**config.mk**
```make
export PLATFORM = sky130hd
export DESIGN_NAME = irq_pending_capture
export DESIGN_NICKNAME = d
export VERILOG_FILES = /design/src/rtl/irq_pending_capture.sv
export SDC_FILE = /design/constraint.sdc
export NUM_CORES = 1
export LEC_CHECK = 0
export CAP_MARGIN = 20
export CORE_MARGIN = 1.5
export CORE_UTILIZATION = 54
export CTS_BUF_LIST = sky130_fd_sc_hd__clkbuf_4 sky130_fd_sc_hd__clkbuf_8 sky130_fd_sc_hd__clkbuf_16
export DETAILED_ROUTE_END_ITERATION = 7
export GPL_ROUTABILITY_DRIVEN = 0
export GPL_TIMING_DRIVEN = 0
export PLACE_DENSITY = 0.83
export SYNTH_ARGS = -nofsm -noshare
export SYNTH_HDL_FRONTEND = slang
export SYNTH_SLANG_ARGS = --single-unit
```
**constraint.sdc**
```tcl
create_clock -name pclk_i -period 1.5 [get_ports pclk_i]
set_input_delay 0.225 -clock pclk_i [delete_from_list [all_inputs] [get_ports pclk_i]]
set_output_delay 0.225 -clock pclk_i [all_outputs]
set_load 0.05 [all_outputs]
```
**src/rtl/irq_pending_capture.sv**
```systemverilog
// Interrupt pending capture with APB-style register access and edge/level qualification.
// Define IRQ_SYNC_EN to use a two-flop input synchronizer instead of a single input register.
module irq_pending_capture #(
   parameter int unsigned NO_OF_PERIPHERALS = 16,
   parameter int unsigned WIDTH             = $clog2(NO_OF_PERIPHERALS)
) (
   input  logic                         pclk_i,
   input  logic                         prst_i,
   input  logic [NO_OF_PERIPHERALS-1:0] irq_raw_i,
   input  logic                         pvalid_i,
   input  logic                         pwrite_en_i,
   input  logic [2:0]                   paddr_i,
   input  logic [NO_OF_PERIPHERALS-1:0] pwdata_i,
   output logic [NO_OF_PERIPHERALS-1:0] prdata_o,
   output logic                         pready_o,
   output logic [NO_OF_PERIPHERALS-1:0] interrupt_active_o,
   input  logic                         interrupt_serviced_i,
   input  logic [WIDTH-1:0]             interrupt_to_be_serviced_i
);

   localparam int unsigned N = NO_OF_PERIPHERALS;
`ifdef IRQ_SYNC_EN
   localparam int unsigned STAGES = 2;
`else
   localparam int unsigned STAGES = 1;
`endif

   logic [N-1:0]    enable_q, mode_q, pending_q, overflow_q;
   logic [N-1:0]    enable_d, mode_d, pending_d, overflow_d;
   logic [N-1:0]    s_q, p_q, prdata_q, prdata_d;
   logic            pready_q;
   logic [STAGES:0] warm_q;
`ifdef IRQ_SYNC_EN
   logic [N-1:0]    meta_q;
`endif

   logic            wr;
   logic [N-1:0]    rise, mode_chg, clear_vec, service_vec, pend_edge;

   // Input stage; warm_q marks when p has sampled a post-reset s, so a line
   // already high at reset release never looks like a rising edge.
   always_ff @(posedge pclk_i or negedge prst_i) begin
      if (!prst_i) begin
`ifdef IRQ_SYNC_EN
         meta_q <= '0;
`endif
         s_q    <= '0;
         p_q    <= '0;
         warm_q <= '0;
      end else begin
`ifdef IRQ_SYNC_EN
         meta_q <= irq_raw_i;
         s_q    <= meta_q;
`else
         s_q    <= irq_raw_i;
`endif
         p_q    <= s_q;
         warm_q <= {warm_q[STAGES-1:0], 1'b1};
      end
   end

   always_comb begin
      wr          = pvalid_i & pwrite_en_i;
      rise        = s_q & ~p_q & {N{warm_q[STAGES]}};
      enable_d    = (wr && paddr_i == 3'd0) ? pwdata_i : enable_q;
      mode_d      = (wr && paddr_i == 3'd1) ? pwdata_i : mode_q;
      mode_chg    = mode_d ^ mode_q;
      clear_vec   = (wr && paddr_i == 3'd3) ? pwdata_i : '0;
      service_vec = '0;
      if (interrupt_serviced_i && (32'(interrupt_to_be_serviced_i) < N)) begin
         service_vec[interrupt_to_be_serviced_i] = 1'b1;
      end
      // Set wins over clear/service in edge mode; level mode just follows s.
      pend_edge   = rise | (pending_q & ~(clear_vec | service_vec));
      pending_d   = ((mode_q & pend_edge) | (~mode_q & s_q)) & ~mode_chg;
      overflow_d  = ((mode_q & rise & pending_q) | (overflow_q & ~clear_vec)) & ~mode_chg;

      prdata_d = prdata_q;
      if (pvalid_i) begin
         case (paddr_i)
            3'd0:    prdata_d = enable_q;
            3'd1:    prdata_d = mode_q;
            3'd2:    prdata_d = pending_q;
            3'd4:    prdata_d = overflow_q;
            default: prdata_d = '0;
         endcase
      end
   end

   always_ff @(posedge pclk_i or negedge prst_i) begin
      if (!prst_i) begin
         enable_q   <= '0;
         mode_q     <= '0;
         pending_q  <= '0;
         overflow_q <= '0;
         prdata_q   <= '0;
         pready_q   <= 1'b0;
      end else begin
         enable_q   <= enable_d;
         mode_q     <= mode_d;
         pending_q  <= pending_d;
         overflow_q <= overflow_d;
         prdata_q   <= prdata_d;
         pready_q   <= pvalid_i;
      end
   end

   assign prdata_o           = prdata_q;
   assign pready_o           = pready_q;
   assign interrupt_active_o = pending_q & enable_q;

endmodule

```
# == Word level (Yosys, flattened, before mapping) ==
# Index checks and enable logic that the tools add are counted.
# op_classes
n_lt_le_gt_ge,2
n_eq_ne,4
mux,6
bitwise,22
reduce_logical,5
# op_table
cell,count
$and A16 B16 Y16,11
$not A16 Y16,5
$or A16 B16 Y16,4
$pmux W16 S4,1
$mux W16,3
$xor A16 B16 Y16,1
$eq A3 B2 Y1 const B,2
$lt A4 B5 Y1 const B,1
$demux W1 S4,1
$ge A4 B1 Y1 const B,1
$logic_and A1 B1 Y1,4
$eq A3 B1 Y1 const B,1
$eq A3 B3 Y1 const B,1
$logic_not A3 Y1,1
$and A1 B1 Y1,1
$mux W1,1
# totals
ff_bits,115
inputBits,44
out_inout_bits,33
word_cells,48

# == Logic depth before layout (Yosys ltp) ==
# Gate-level depths: netlist of run 1.
# depth
depth_word,12
depth_mapped,7
ltp_nobuf,4

# == Worst setup path after synthesis of run 1 ==
# Ideal clock, no wire load.
# synth_timing
path_type,in2reg
start,input port paddr_i[1]
end,register enable_q[10]
t_arrival_ns,1.458
required_ns,1.375
setup_slack_ns,-0.082
cell_stages,6
path_buffers,3
path_cell_list,buf_2 > nor3_4 > and3_1 > buf_4 > buf_4 > mux2_2
# synth_between
elab_chain_len,2
# synth_rtl
item,line,rtl
start: declaration,12,"input logic [2:0] paddr_i,"
$logic_not A3 Y1,65,enable_d = (wr && paddr_i == 3'd0) ? pwdata_i : enable_q;
$logic_and A1 B1 Y1,65,
end signal: assignment,99,enable_q <= enable_d;
end: declaration,28,"logic [N-1:0] enable_q, mode_q, pending_q, overflow_q;"
# No other way between the ends.
# A chain may end at the register's enable or synchronous reset.

# == Worst setup path in the final report of run 1 ==
# layout_timing
start,register enable_q[3]
end,output port interrupt_active_o[3]
# layout_between
elab_chain_len,1
# layout_rtl
item,line,rtl
$and A16 B16 Y16,110,assign interrupt_active_o = pending_q & enable_q;
end: declaration,16,"output logic [NO_OF_PERIPHERALS-1:0] interrupt_active_o,"
# No other way between the ends.

==> reports/summary.log, run 1 <==
[route] drt total wl 15.8 mm
[finish] share of post-route cells with drive strength above 1 25.2%
[worst_setup_path] end point of the critical path interrupt_active_o[3]
[logic_synthesis] share of the synthesized netlist area taken by xor and xnor gates 0%
[logic_synthesis] yosys warns 0
[logic_synthesis] Syn Area/Cell 10.6 µm²
[route] Routed wire per std cell 20.8 µm
[logic_synthesis] post-synthesis compound-gate area fraction 19.6%
[worst_setup_path] CP Class reg -> out
[logic_synthesis] Syn Inst Count 495
[logic_synthesis] area share of and/or/nand/nor cells after synthesis 16.2%
[finish] number of inserted diodes 0
[place] placed cell area 0.00620 mm²
[route] DRC viols 0
[die] Die Y 102 µm
[global_routing] largest net degree at the start of global routing 69
[worst_setup_path] internal reg-to-reg setup slack 0.05 ns
[worst_setup_path] worst reg2reg startpoint warm_q[1]$_DFF_PN0_
[route] DRT iter0 DRCs 599
[die] area of the core 0.00933 mm²
[finish] commonest non-fill, non-tap cells in the layout sky130_fd_sc_hd__dfrtp_1 (114), sky130_fd_sc_hd__inv_1 (47), sky130_fd_sc_hd__buf_4 (41)
[worst_setup_path] number of buffer and inverter stages on the critical path 1
[pwr] internal power contribution 7260 µW
[clocking] sinks on the clock net 115
[pwr] worst IR drop on VDD 0.846 mV
[clocking] post-CTS clock slew at the launch and capture registers of the worst setup and hold paths 0.06 ns
[place] placed cell count 699
[pwr] clock share of power 36.8%
[finish] filler cell count in the final layout 578
[finish] number of standard cells in the layout, taps in and fillers out 760
[route] total iterations of the first detailed-routing run 5
[pwr] relative contribution of sequential cells to total power 38.9%
[global_routing] via count of the first global-routing pass 4809
[die] Placement Rows 35
[die] total I/O pin count 77
[route] total via count in the routed design 4791
[logic_synthesis] fraction of the yosys area taken by sequential cells 54.7%
[global_routing] global-route wire length before repair 24.1 mm
[logic_synthesis] register bit total from synthesis 115
[worst_setup_path] required time of the critical path 1.27 ns
[finish] area occupied by registers 0.00288 mm²
[logic_synthesis] main combinational cell family by area after synthesis compound AO/OA/AOI/OAI gates
[timing] Slew Limit Headroom 58.4%
[global_routing] GRT Util Overall 31.6%
[timing] final-report hold violation count 0
[place] buffers added on ports 74
[finish] multi-input gate area in the final layout 0.00215 mm²
[worst_setup_path] kind of cell adding the most delay to the critical path flip-flops
[logic_synthesis] fraction of the mapped netlist area in adder cells 0%
[worst_setup_path] slowest stage cell on the critical path sky130_fd_sc_hd__dfrtp_1
[timing] post-route minimum period 1.50 ns
[clocking] insertion delay to the later sink of the worst-skew pair 0.52 ns
[logic_synthesis] cell area after synthesis 0.00526 mm²
[logic_synthesis] count of unique library cells instantiated by Yosys 33
[die] Initial Utilization 56.4%
[worst_setup_path] highest net fanout along the worst path 3
[finish] area added between synthesis and finish 35.3%
[clocking] CTS tree yes
[worst_setup_path] launching instance or port of the critical path enable_q[3]$_DFFE_PN0P_
[die] die width 102 µm
[finish] net total in the final layout 662
[pwr] net switching component of the power 3380 µW
[logic_synthesis] multiplexer fraction of the synthesized cell area 3.43%
[timing] fmax 668 MHz
[timing] total of endpoints with negative setup slack in the final report 0
[worst_setup_path] arrival time of the worst setup path 1.27 ns
[pwr] Sw Share 31.8%
[outcome] status finished clean
[hold_path] type of the most critical hold path in -> reg
[finish] commonest non-fill, non-tap cell in the layout sky130_fd_sc_hd__dfrtp_1
[worst_setup_path] nature of the critical path startpoint flip-flop
[route] average vias per placed instance 6.30
[clocking] Max Root-Sink Buffers 2
[global_routing] overall overflow remaining after global route 0
[clocking] clock buffers created by TritonCTS 17
[place] placed wire-length estimate after detailed placement 9.48 mm
[global_routing] number of antenna violations at the first check in global routing 0
[worst_setup_path] Cell Chain, Critical Path and2_1, buf_6
[timing] final-report max-slew violation count 0
[worst_setup_path] number of gates on the worst path with buffers counted 2
[pwr] standby leakage power 0.00313 µW
[worst_setup_path] Reg2Reg Capture Point overflow_q[11]$_DFF_PN0_
[timing] final cycle utilization of the critical path 99.8%
[worst_setup_path] FF-to-FF path depth 5
[timing] worst-case clock skew 0.00645 ns
[worst_setup_path] worst stage delay on the critical path 0.38 ns
[clocking] H-tree depth reported by CTS 4
[pwr] power density normalized to cell area 1500 mW/mm²
[route] count of nets left with antenna violations after detail routing 0
[clocking] Root Buffer sky130_fd_sc_hd__clkbuf_8
[finish] post-route core utilization 76.3%
[finish] post-route cell area 0.00712 mm²
[timing] transition time at the pin with the least slew margin 0.624 ns
[worst_setup_path] critical path endpoint category primary output
[run] max-cap viol count 0
[pwr] combinational cell fraction of total power 24.2%
[logic_synthesis] Synthesized Nets 539
[timing] RSZ-0062 raised after global routing yes
[die] die area 0.0103 mm²
[stage by stage]
step / hold slack, ns / power (µW) / TNS, ns / worst slack (ns)
final: 0.133 / 10600 / 0 / 0.00247
after global routing: 0.129 / 11000 / -0.156 / -0.0265
after CTS: 0.130 / 10400 / -0.190 / -0.190
after detailed placement: 0.280 / 6380 / -60.43 / -0.941
after global placement: 0.333 / 6280 / -527.95 / -4.09
after floorplan: -0.0706 / 5540 / -0.146 / -0.0146
[state kept, by name, indices dropped and copies added, names as in the netlist]
signal	count
p_q	16
warm_q	2
prdata_o	16
overflow_q	16
mode_q	16
s_q	16
pending_q	16
pready_o	1
enable_q	16
[routing by layer]
metal / vias up / share of wire [%] / GRT usage (%)
met5: - / 0 / 0
met4: 0 / 3.5 / 17.0
li1: 2088 / - / -
met1: 2334 / 37 / 39.9
met3: 56 / 9.4 / 7.59
met2: 313 / 50 / 50.6
[synthesized netlist by cell type]
cell type	number	area (µm²)
sky130_fd_sc_hd__a211oi_1	31	233
sky130_fd_sc_hd__a21oi_1	2	10.0
sky130_fd_sc_hd__a221oi_1	17	149
sky130_fd_sc_hd__a22o_1	16	140
sky130_fd_sc_hd__a311oi_1	16	140
sky130_fd_sc_hd__and2_1	16	100
sky130_fd_sc_hd__and3_1	19	119
sky130_fd_sc_hd__and3b_1	18	158
sky130_fd_sc_hd__and4b_1	1	10.0
sky130_fd_sc_hd__buf_1	2	7.51
sky130_fd_sc_hd__buf_2	12	60.1
sky130_fd_sc_hd__buf_4	7	52.6
sky130_fd_sc_hd__clkbuf_1	4	15.0
sky130_fd_sc_hd__conb_1	1	3.75
sky130_fd_sc_hd__dfrtp_1	115	2880
sky130_fd_sc_hd__inv_1	47	176
sky130_fd_sc_hd__mux2_2	16	180
sky130_fd_sc_hd__nand2_1	27	101
sky130_fd_sc_hd__nand2_2	1	6.26
sky130_fd_sc_hd__nand3_1	20	100
sky130_fd_sc_hd__nand3_4	1	17.5
sky130_fd_sc_hd__nand4_1	1	6.26
sky130_fd_sc_hd__nor2_1	19	71.3
sky130_fd_sc_hd__nor2b_1	2	12.5
sky130_fd_sc_hd__nor3_1	13	65.1
sky130_fd_sc_hd__nor3_2	2	20.0
sky130_fd_sc_hd__nor3_4	1	16.3
sky130_fd_sc_hd__nor3b_1	1	7.51
sky130_fd_sc_hd__nor3b_2	2	25.0
sky130_fd_sc_hd__nor3b_4	1	18.8
sky130_fd_sc_hd__o21ai_0	23	115
sky130_fd_sc_hd__o21ai_1	9	45.0
sky130_fd_sc_hd__o22ai_1	32	200
[worst min-delay path by stage]
stage	start	end	slack [ns]	cells past startpoint
4_1_cts	irq_raw_i[1]	s_q[1]$_DFF_PN0_	0.13	1
6_report	irq_raw_i[1]	s_q[1]$_DFF_PN0_	0.13	1
5_1_grt	irq_raw_i[1]	s_q[1]$_DFF_PN0_	0.13	1
2_1_floorplan	prst_i	enable_q[0]$_DFFE_PN0P_	-0.07	0
3_5_place_dp	prst_i	warm_q[1]$_DFF_PN0_	0.28	1
3_3_place_gp	warm_q[0]$_DFF_PN0_	warm_q[1]$_DFF_PN0_	0.33	0
[cells by family after synthesis]
kind of cell | after synthesis
DFF | 115
buffers and inverters | 72
AOI/OAI and AO/OA | 146
muxes | 16
and+or+nand+nor | 145
other | 1
[layout make-up]
class / instances / share of cell area, %
well taps: 129 / 2.27
clock buffers: 20 / 6.31
inverters: 47 / 2.48
flip-flops and latches: 115 / 40.5
plain buffers: 25 / 2.62
multi-input cells: 308 / 30.3
repair buffers: 104 / 13.8
clock inverters: 12 / 1.83
[power by group through the flow]
stage | clock network (µW) | logic, µW | registers, µW
after floorplan | 0 | 1310 | 4230
after global placement | 0 | 2120 | 4160
after detailed placement | 0 | 2190 | 4200
after CTS | 3920 | 2330 | 4120
after global routing | 4080 | 2740 | 4210
final | 3920 | 2580 | 4140
[repair_timing]
item                       4_1_cts  5_1_grt
hold buffers                     1        0
setup buffers                   18       10
pin swaps                        1        4
gates resized for setup        164       39
setup endpoints to repair      107       47
hold endpoints to repair        47        0
Power figures use the tool's default switching activity.
==> inputs of run 2 (changes only) <==
SLEW_MARGIN = 40   (was default)
==> reports/summary.log, run 2 (synthesis gave the netlist of run 1 again) <==
[outcome] status finished with violations
[outcome] failing checks setup timing
[clocking] sinks on the clock net 115 [unchanged]
[pwr] combinational cell fraction of total power 22.9% [-1.3 points]
[global_routing] number of antenna violations at the first check in global routing 0 [unchanged]
[clocking] post-CTS clock slew at the launch and capture registers of the worst setup and hold paths 0.06 ns [about the same]
[timing] fmax 664 MHz [-0.52%]
[pwr] power density normalized to cell area 1580 mW/mm² [+5.8%]
[die] area of the core 0.00933 mm² [unchanged]
[worst_setup_path] launching instance or port of the critical path enable_q[1]$_DFFE_PN0P_
[route] DRT iter0 DRCs 691 [+15%]
[die] die width 102 µm [unchanged]
[timing] final-report hold violation count 0 [unchanged]
[worst_setup_path] worst reg2reg startpoint warm_q[1]$_DFF_PN0_
[global_routing] GRT Util Overall 32.5% [+0.89 points]
[route] DRC viols 0 [unchanged]
[pwr] internal power contribution 8050 µW [+11%]
[finish] commonest non-fill, non-tap cell in the layout sky130_fd_sc_hd__dfrtp_1
[clocking] insertion delay to the later sink of the worst-skew pair 0.52 ns [about the same]
[timing] Fin Setup TNS -0.00532 ns [-0.00532 ns]
[finish] post-route cell area 0.00724 mm² [+1.7%]
[die] Die Y 102 µm [unchanged]
[clocking] CTS tree yes
[route] Routed wire per std cell 21.2 µm [+2.1%]
[finish] net total in the final layout 664 [+0.30%]
[clocking] H-tree depth reported by CTS 4 [unchanged]
[pwr] overall power 11500 µW [+7.6%]
[global_routing] via count of the first global-routing pass 4784 [-0.52%]
[worst_setup_path] arrival time of the worst setup path 1.28 ns [about the same]
[hold_path] Hold Crit Start irq_raw_i[1]
[route] total via count in the routed design 4862 [+1.5%]
[global_routing] global-route wire length before repair 24.7 mm [+2.5%]
[timing] transition time at the pin with the least slew margin 0.666 ns [+0.0419 ns]
[clocking] clock buffers created by TritonCTS 17 [unchanged]
[worst_setup_path] FF-to-FF path depth 5 [unchanged]
[finish] commonest non-fill, non-tap cells in the layout sky130_fd_sc_hd__dfrtp_1 (114), sky130_fd_sc_hd__inv_1 (47), sky130_fd_sc_hd__buf_4 (39)
[pwr] clock share of power 40.8% [+4.0 points]
[worst_setup_path] worst stage delay on the critical path 0.40 ns [+0.02 ns]
[clocking] Root Buffer sky130_fd_sc_hd__clkbuf_8
[hold_path] type of the most critical hold path in -> reg
[finish] share of post-route cells with drive strength above 1 25.0% [-0.24 points]
[route] average vias per placed instance 6.38 [+1.2%]
[route] total iterations of the first detailed-routing run 5 [unchanged]
[place] buffers added on ports 74 [unchanged]
[worst_setup_path] slowest stage cell on the critical path sky130_fd_sc_hd__dfrtp_1
[timing] PnR worst setup slack -0.00532 ns [-0.00779 ns]
[pwr] standby leakage power 0.00318 µW [+1.8%]
[place] placed wire-length estimate after detailed placement 9.46 mm [-0.18%]
[worst_setup_path] nature of the critical path startpoint flip-flop
[die] total I/O pin count 77 [unchanged]
[worst_setup_path] critical path endpoint category primary output
[place] Post-Place Worst Slack -0.939 ns [+0.00170 ns]
[worst_setup_path] CP Class reg -> out
[die] die area 0.0103 mm² [unchanged]
[pwr] worst IR drop on VDD 1.09 mV [+29%]
[hold_path] number of stages on the worst hold path 1 [unchanged]
[route] count of nets left with antenna violations after detail routing 0 [unchanged]
[run] max-cap viol count 0 [unchanged]
[global_routing] largest net degree at the start of global routing 73 [+5.8%]
[timing] total of endpoints with negative setup slack in the final report 1 [+1]
[finish] area added between synthesis and finish 37.6%
[finish] number of inserted diodes 0 [unchanged]
[clocking] Max Root-Sink Buffers 2 [unchanged]
[timing] final-report max-slew violation count 0 [unchanged]
[pwr] Sw Share 29.8% [-2.0 points]
[die] Placement Rows 35 [unchanged]
[finish] post-route core utilization 77.6% [+1.3 points]
[worst_setup_path] highest net fanout along the worst path 3 [unchanged]
[worst_setup_path] Reg2Reg Capture Point overflow_q[15]$_DFF_PN0_
[pwr] net switching component of the power 3410 µW [+0.69%]
[route] drt total wl 16.2 mm [+2.4%]
[pwr] relative contribution of sequential cells to total power 36.3% [-2.6 points]
[global_routing] overall overflow remaining after global route 0 [unchanged]
[hold_path] hold path endpoint s_q[1]$_DFF_PN0_
[timing] Slew Limit Headroom 55.6% [-2.8 points]
[timing] worst-case clock skew 0.00951 ns [+0.00306 ns]
[timing] final cycle utilization of the critical path 100% [+0.52 points]
[worst_setup_path] Cell Chain, Critical Path and2_1, buf_6
[worst_setup_path] internal reg-to-reg setup slack 0.03 ns [-0.02 ns]
[timing] post-route minimum period 1.51 ns [+0.00779 ns]
[die] Initial Utilization 56.4% [unchanged]
[worst_setup_path] required time of the critical path 1.27 ns [about the same]
[place] placed cell area 0.00621 mm² [+0.12%]
## run 2: final cells by class
class | count | area [µm²]
fillers | 562 | 2090
multi-input cells | 308 | 2150
clock inverters | 11 | 220
well taps | 129 | 161
repair buffers | 106 | 995
inverters | 47 | 176
clock buffers | 21 | 469
flip-flops and latches | 115 | 2880
plain buffers | 25 | 188
## run 2: power groups by stage
| stage | combinational (µW) | clock [µW] | sequential, µW |
|---|---|---|---|
| 2_1_floorplan | 1310 | 0 | 4230 |
| 3_5_place_dp | 2190 | 0 | 4200 |
| 6_report | 2620 | 4670 | 4160 |
| 5_1_grt | 2780 | 4830 | 4220 |
| 4_1_cts | 2320 | 4680 | 4140 |
| 3_3_place_gp | 2120 | 0 | 4160 |
## run 2: stage by stage
| stage | instances | hold WS (ns) |
|---|---|---|
| floorplan | 495 | -0.0706 |
| global placement | 698 | 0.333 |
| detailed placement | 699 | 0.136 |
| CTS | 745 | 0.136 |
| global route | 762 | 0.131 |
| finish | 762 | 0.135 |
## run 2: what timing repair did
action                                  CTS  global route
buffers inserted                         13            17
hold buffers                              1             0
gates resized for setup                 170            36
endpoints found under the setup margin  107            50
hold endpoints to repair                101             0
pin swaps                                 1             2
## run 2: worst max-delay path by stage
stage                          endpoint
2_1_floorplan  enable_q[10]$_DFFE_PN0P_
4_1_cts          interrupt_active_o[12]
3_5_place_dp    prdata_o[7]$_DFFE_PN0P_
3_3_place_gp    prdata_o[9]$_DFFE_PN0P_
5_1_grt         prdata_o[7]$_DFFE_PN0P_
6_report          interrupt_active_o[1]
## run 2: critical path, delay by kind of cell, from the launching register on
family,cells,cell delay [ns]
AND/OR/NAND/NOR,1,0.20
flip-flops,1,0.40
buffers and inverters,1,0.16
## run 2: routing by layer
layer,vias to the layer above,wire (µm),GRT usage (%)
li1,2091,-,-
met1,2366,5860,40.0
met2,324,7980,52.8
met3,81,1580,7.94
met4,0,759,17.9
met5,-,0,0
==> inputs of run 3 (changes only) <==
HOLD_SLACK_MARGIN = 0.06   (was default)
TNS_END_PERCENT = 50   (was default)
==> reports/summary.log, run 3 (synthesis gave the netlist of run 1 again) <==
[route] total iterations of the first detailed-routing run 6 [+1]
[route] Routed wire per std cell 21.1 µm [-0.71%]
[finish] multi-input gate area in the final layout 0.00216 mm² [+0.47%]
[route] count of nets left with antenna violations after detail routing 0 [unchanged]
[worst_setup_path] arrival time of the worst setup path 1.27 ns [about the same]
[finish] commonest non-fill, non-tap cell in the layout sky130_fd_sc_hd__dfrtp_1
[finish] area occupied by registers 0.00288 mm² [unchanged]
[finish] area added between synthesis and finish 35.7%
[clocking] post-CTS clock slew at the launch and capture registers of the worst setup and hold paths 0.06 ns [about the same]
[clocking] sinks on the clock net 115 [unchanged]
[timing] Final Hold Slack 0.136 ns [+0.00128 ns]
[global_routing] routing layer with the top usage in global route met2
[worst_setup_path] critical path endpoint category primary output
[clocking] Root Buffer sky130_fd_sc_hd__clkbuf_8
[finish] number of standard cells in the layout, taps in and fillers out 746 [-2.1%]
[clocking] Max Root-Sink Buffers 2 [unchanged]
[finish] filler cell count in the final layout 583 [+3.7%]
[timing] fmax 669 MHz [+0.66%]
[timing] final-report max-slew violation count 0 [unchanged]
[global_routing] met1 track demand over resource 40.1% [+0.091 points]
[timing] total of endpoints with negative setup slack in the final report 0 [-1]
[worst_setup_path] highest net fanout along the worst path 2 [-1]
[place] placed wire-length estimate after detailed placement 9.46 mm [unchanged]
[global_routing] GRT met2 Usage 52.9% [about the same]
[finish] share of post-route cells with drive strength above 1 23.7% [-1.3 points]
[pwr] power density normalized to cell area 1580 mW/mm² [+0.16%]
[finish] number of inserted diodes 0 [unchanged]
[hold_path] type of the most critical hold path in -> reg
[place] buffers added on ports 74 [unchanged]
[pwr] overall power 11300 µW [-1.2%]
[global_routing] GR Util met3 8.28% [+0.35 points]
[timing] RSZ-0062 raised after global routing yes
[global_routing] overall overflow remaining after global route 0 [unchanged]
[die] Die Y 102 µm [unchanged]
[route] total via count in the routed design 4735 [-2.6%]
[global_routing] via count of the first global-routing pass 4767 [-0.36%]
[place] placed cell count 699 [unchanged]
[global_routing] GRT Util Overall 32.6% [+0.10 points]
[die] area of the core 0.00933 mm² [unchanged]
[finish] net total in the final layout 648 [-2.4%]
[clocking] clock buffers created by TritonCTS 17 [unchanged]
[run] max-cap viol count 0 [unchanged]
[timing] final cycle utilization of the critical path 99.7% [-0.65 points]
[pwr] worst IR drop on VDD 1.15 mV [+5.5%]
[pwr] standby leakage power 0.00312 µW [-2.1%]
[worst_setup_path] required time of the critical path 1.27 ns [about the same]
[timing] Slew Limit Headroom 55.9% [+0.33 points]
[global_routing] number of antenna violations at the first check in global routing 0 [unchanged]
[route] drt total wl 15.7 mm [-2.8%]
[route] DRT iter0 DRCs 582 [-16%]
[clocking] insertion delay to the later sink of the worst-skew pair 0.52 ns [about the same]
[clocking] H-tree depth reported by CTS 4 [unchanged]
[global_routing] global-route wire length before repair 24.8 mm [+0.36%]
[die] die width 102 µm [unchanged]
[die] total I/O pin count 77 [unchanged]
[die] die area 0.0103 mm² [unchanged]
[die] Placement Rows 35 [unchanged]
[worst_setup_path] internal reg-to-reg setup slack 0.01 ns [-0.02 ns]
[finish] post-route core utilization 76.5% [-1.1 points]
[finish] commonest non-fill, non-tap cells in the layout sky130_fd_sc_hd__dfrtp_1 (114), sky130_fd_sc_hd__inv_1 (47), sky130_fd_sc_hd__clkdlybuf4s50_1 (38)
[die] Initial Utilization 56.4% [unchanged]
[timing] post-route minimum period 1.50 ns [-0.00982 ns]
[worst_setup_path] nature of the critical path startpoint flip-flop
[route] DRC viols 0 [unchanged]
[timing] final-report hold violation count 0 [unchanged]
[timing] worst-case clock skew 0.00945 ns [-0.0000608 ns]
[outcome] status finished clean
[global_routing] largest net degree at the start of global routing 73 [unchanged]
[worst_setup_path] CP Class reg -> out
[route] average vias per placed instance 6.35 [-0.52%]
[timing] transition time at the pin with the least slew margin 0.661 ns [-0.00490 ns]
[clocking] CTS tree yes
[hold_path] number of stages on the worst hold path 1 [unchanged]
[worst_setup_path] FF-to-FF path depth 5 [unchanged]
run 3: cell count changes in the layout (fill, tap and decap cells not counted), sizes merged:
| cell | change |
|---|---|
| clkdlybuf4s15 | +1 |
| dlygate4sd2 | -1 |
| buf | -16 |
run 3: area by class of cell:
| type | instances | share of cell area [%] |
|---|---|---|
| flip-flops and latches | 115 | 40.3 |
| clock inverters | 11 | 3.09 |
| clock buffers | 21 | 6.57 |
| multi-input cells | 308 | 30.3 |
| plain buffers | 25 | 2.63 |
| well taps | 129 | 2.26 |
| inverters | 47 | 2.47 |
| repair buffers | 90 | 12.4 |
run 3: power breakdown:
group | switching (µW) | internal, µW
logic | 1440 | 1030
clock network | 1450 | 3220
registers | 468 | 3710
run 3: critical path, stage by stage (launching register included):
cell	delay, ns
sky130_fd_sc_hd__dfrtp_1	0.39
sky130_fd_sc_hd__and2_1	0.17
sky130_fd_sc_hd__buf_4	0.19
run 3: path summary, 6_finish.rpt:
check	startpoint	end
max	pending_q[8]$_DFF_PN0_	interrupt_active_o[8]
max in group asynchronous	prst_i	prdata_o[8]$_DFFE_PN0P_
min in group asynchronous	prst_i	enable_q[1]$_DFFE_PN0P_
min reg2reg	warm_q[0]$_DFF_PN0_	warm_q[1]$_DFF_PN0_
min	irq_raw_i[1]	s_q[1]$_DFF_PN0_
max reg2reg	warm_q[1]$_DFF_PN0_	overflow_q[13]$_DFF_PN0_
run 3: metrics by stage:
step	setup TNS, ns	worst slack (ns)	area [µm²]
after floorplan	-0.146	-0.0146	5270
after global placement	-527.95	-4.09	6180
after detailed placement	-61.06	-0.939	6210
after CTS	-0.0456	-0.0456	7040
after global routing	-0.0808	-0.0358	7140
final	0	0.00449	7140
run 3: timing repair:
item | 4_1_cts | 5_1_grt
setup buffers | 13 | 1
endpoints found under the hold margin | 115 | 0
gates cloned | 0 | 0
pin swaps | 1 | 2
resized for setup | 168 | 45
endpoints found under the setup margin | 107 | 50
hold buffers | 1 | 0
run 3: layer usage:
metal  vias to the layer above  wire length [µm]
li1                       2050                 -
met1                      2331              5910
met2                       294              7820
met3                        60              1390
met4                         0               609
met5                         -                 0
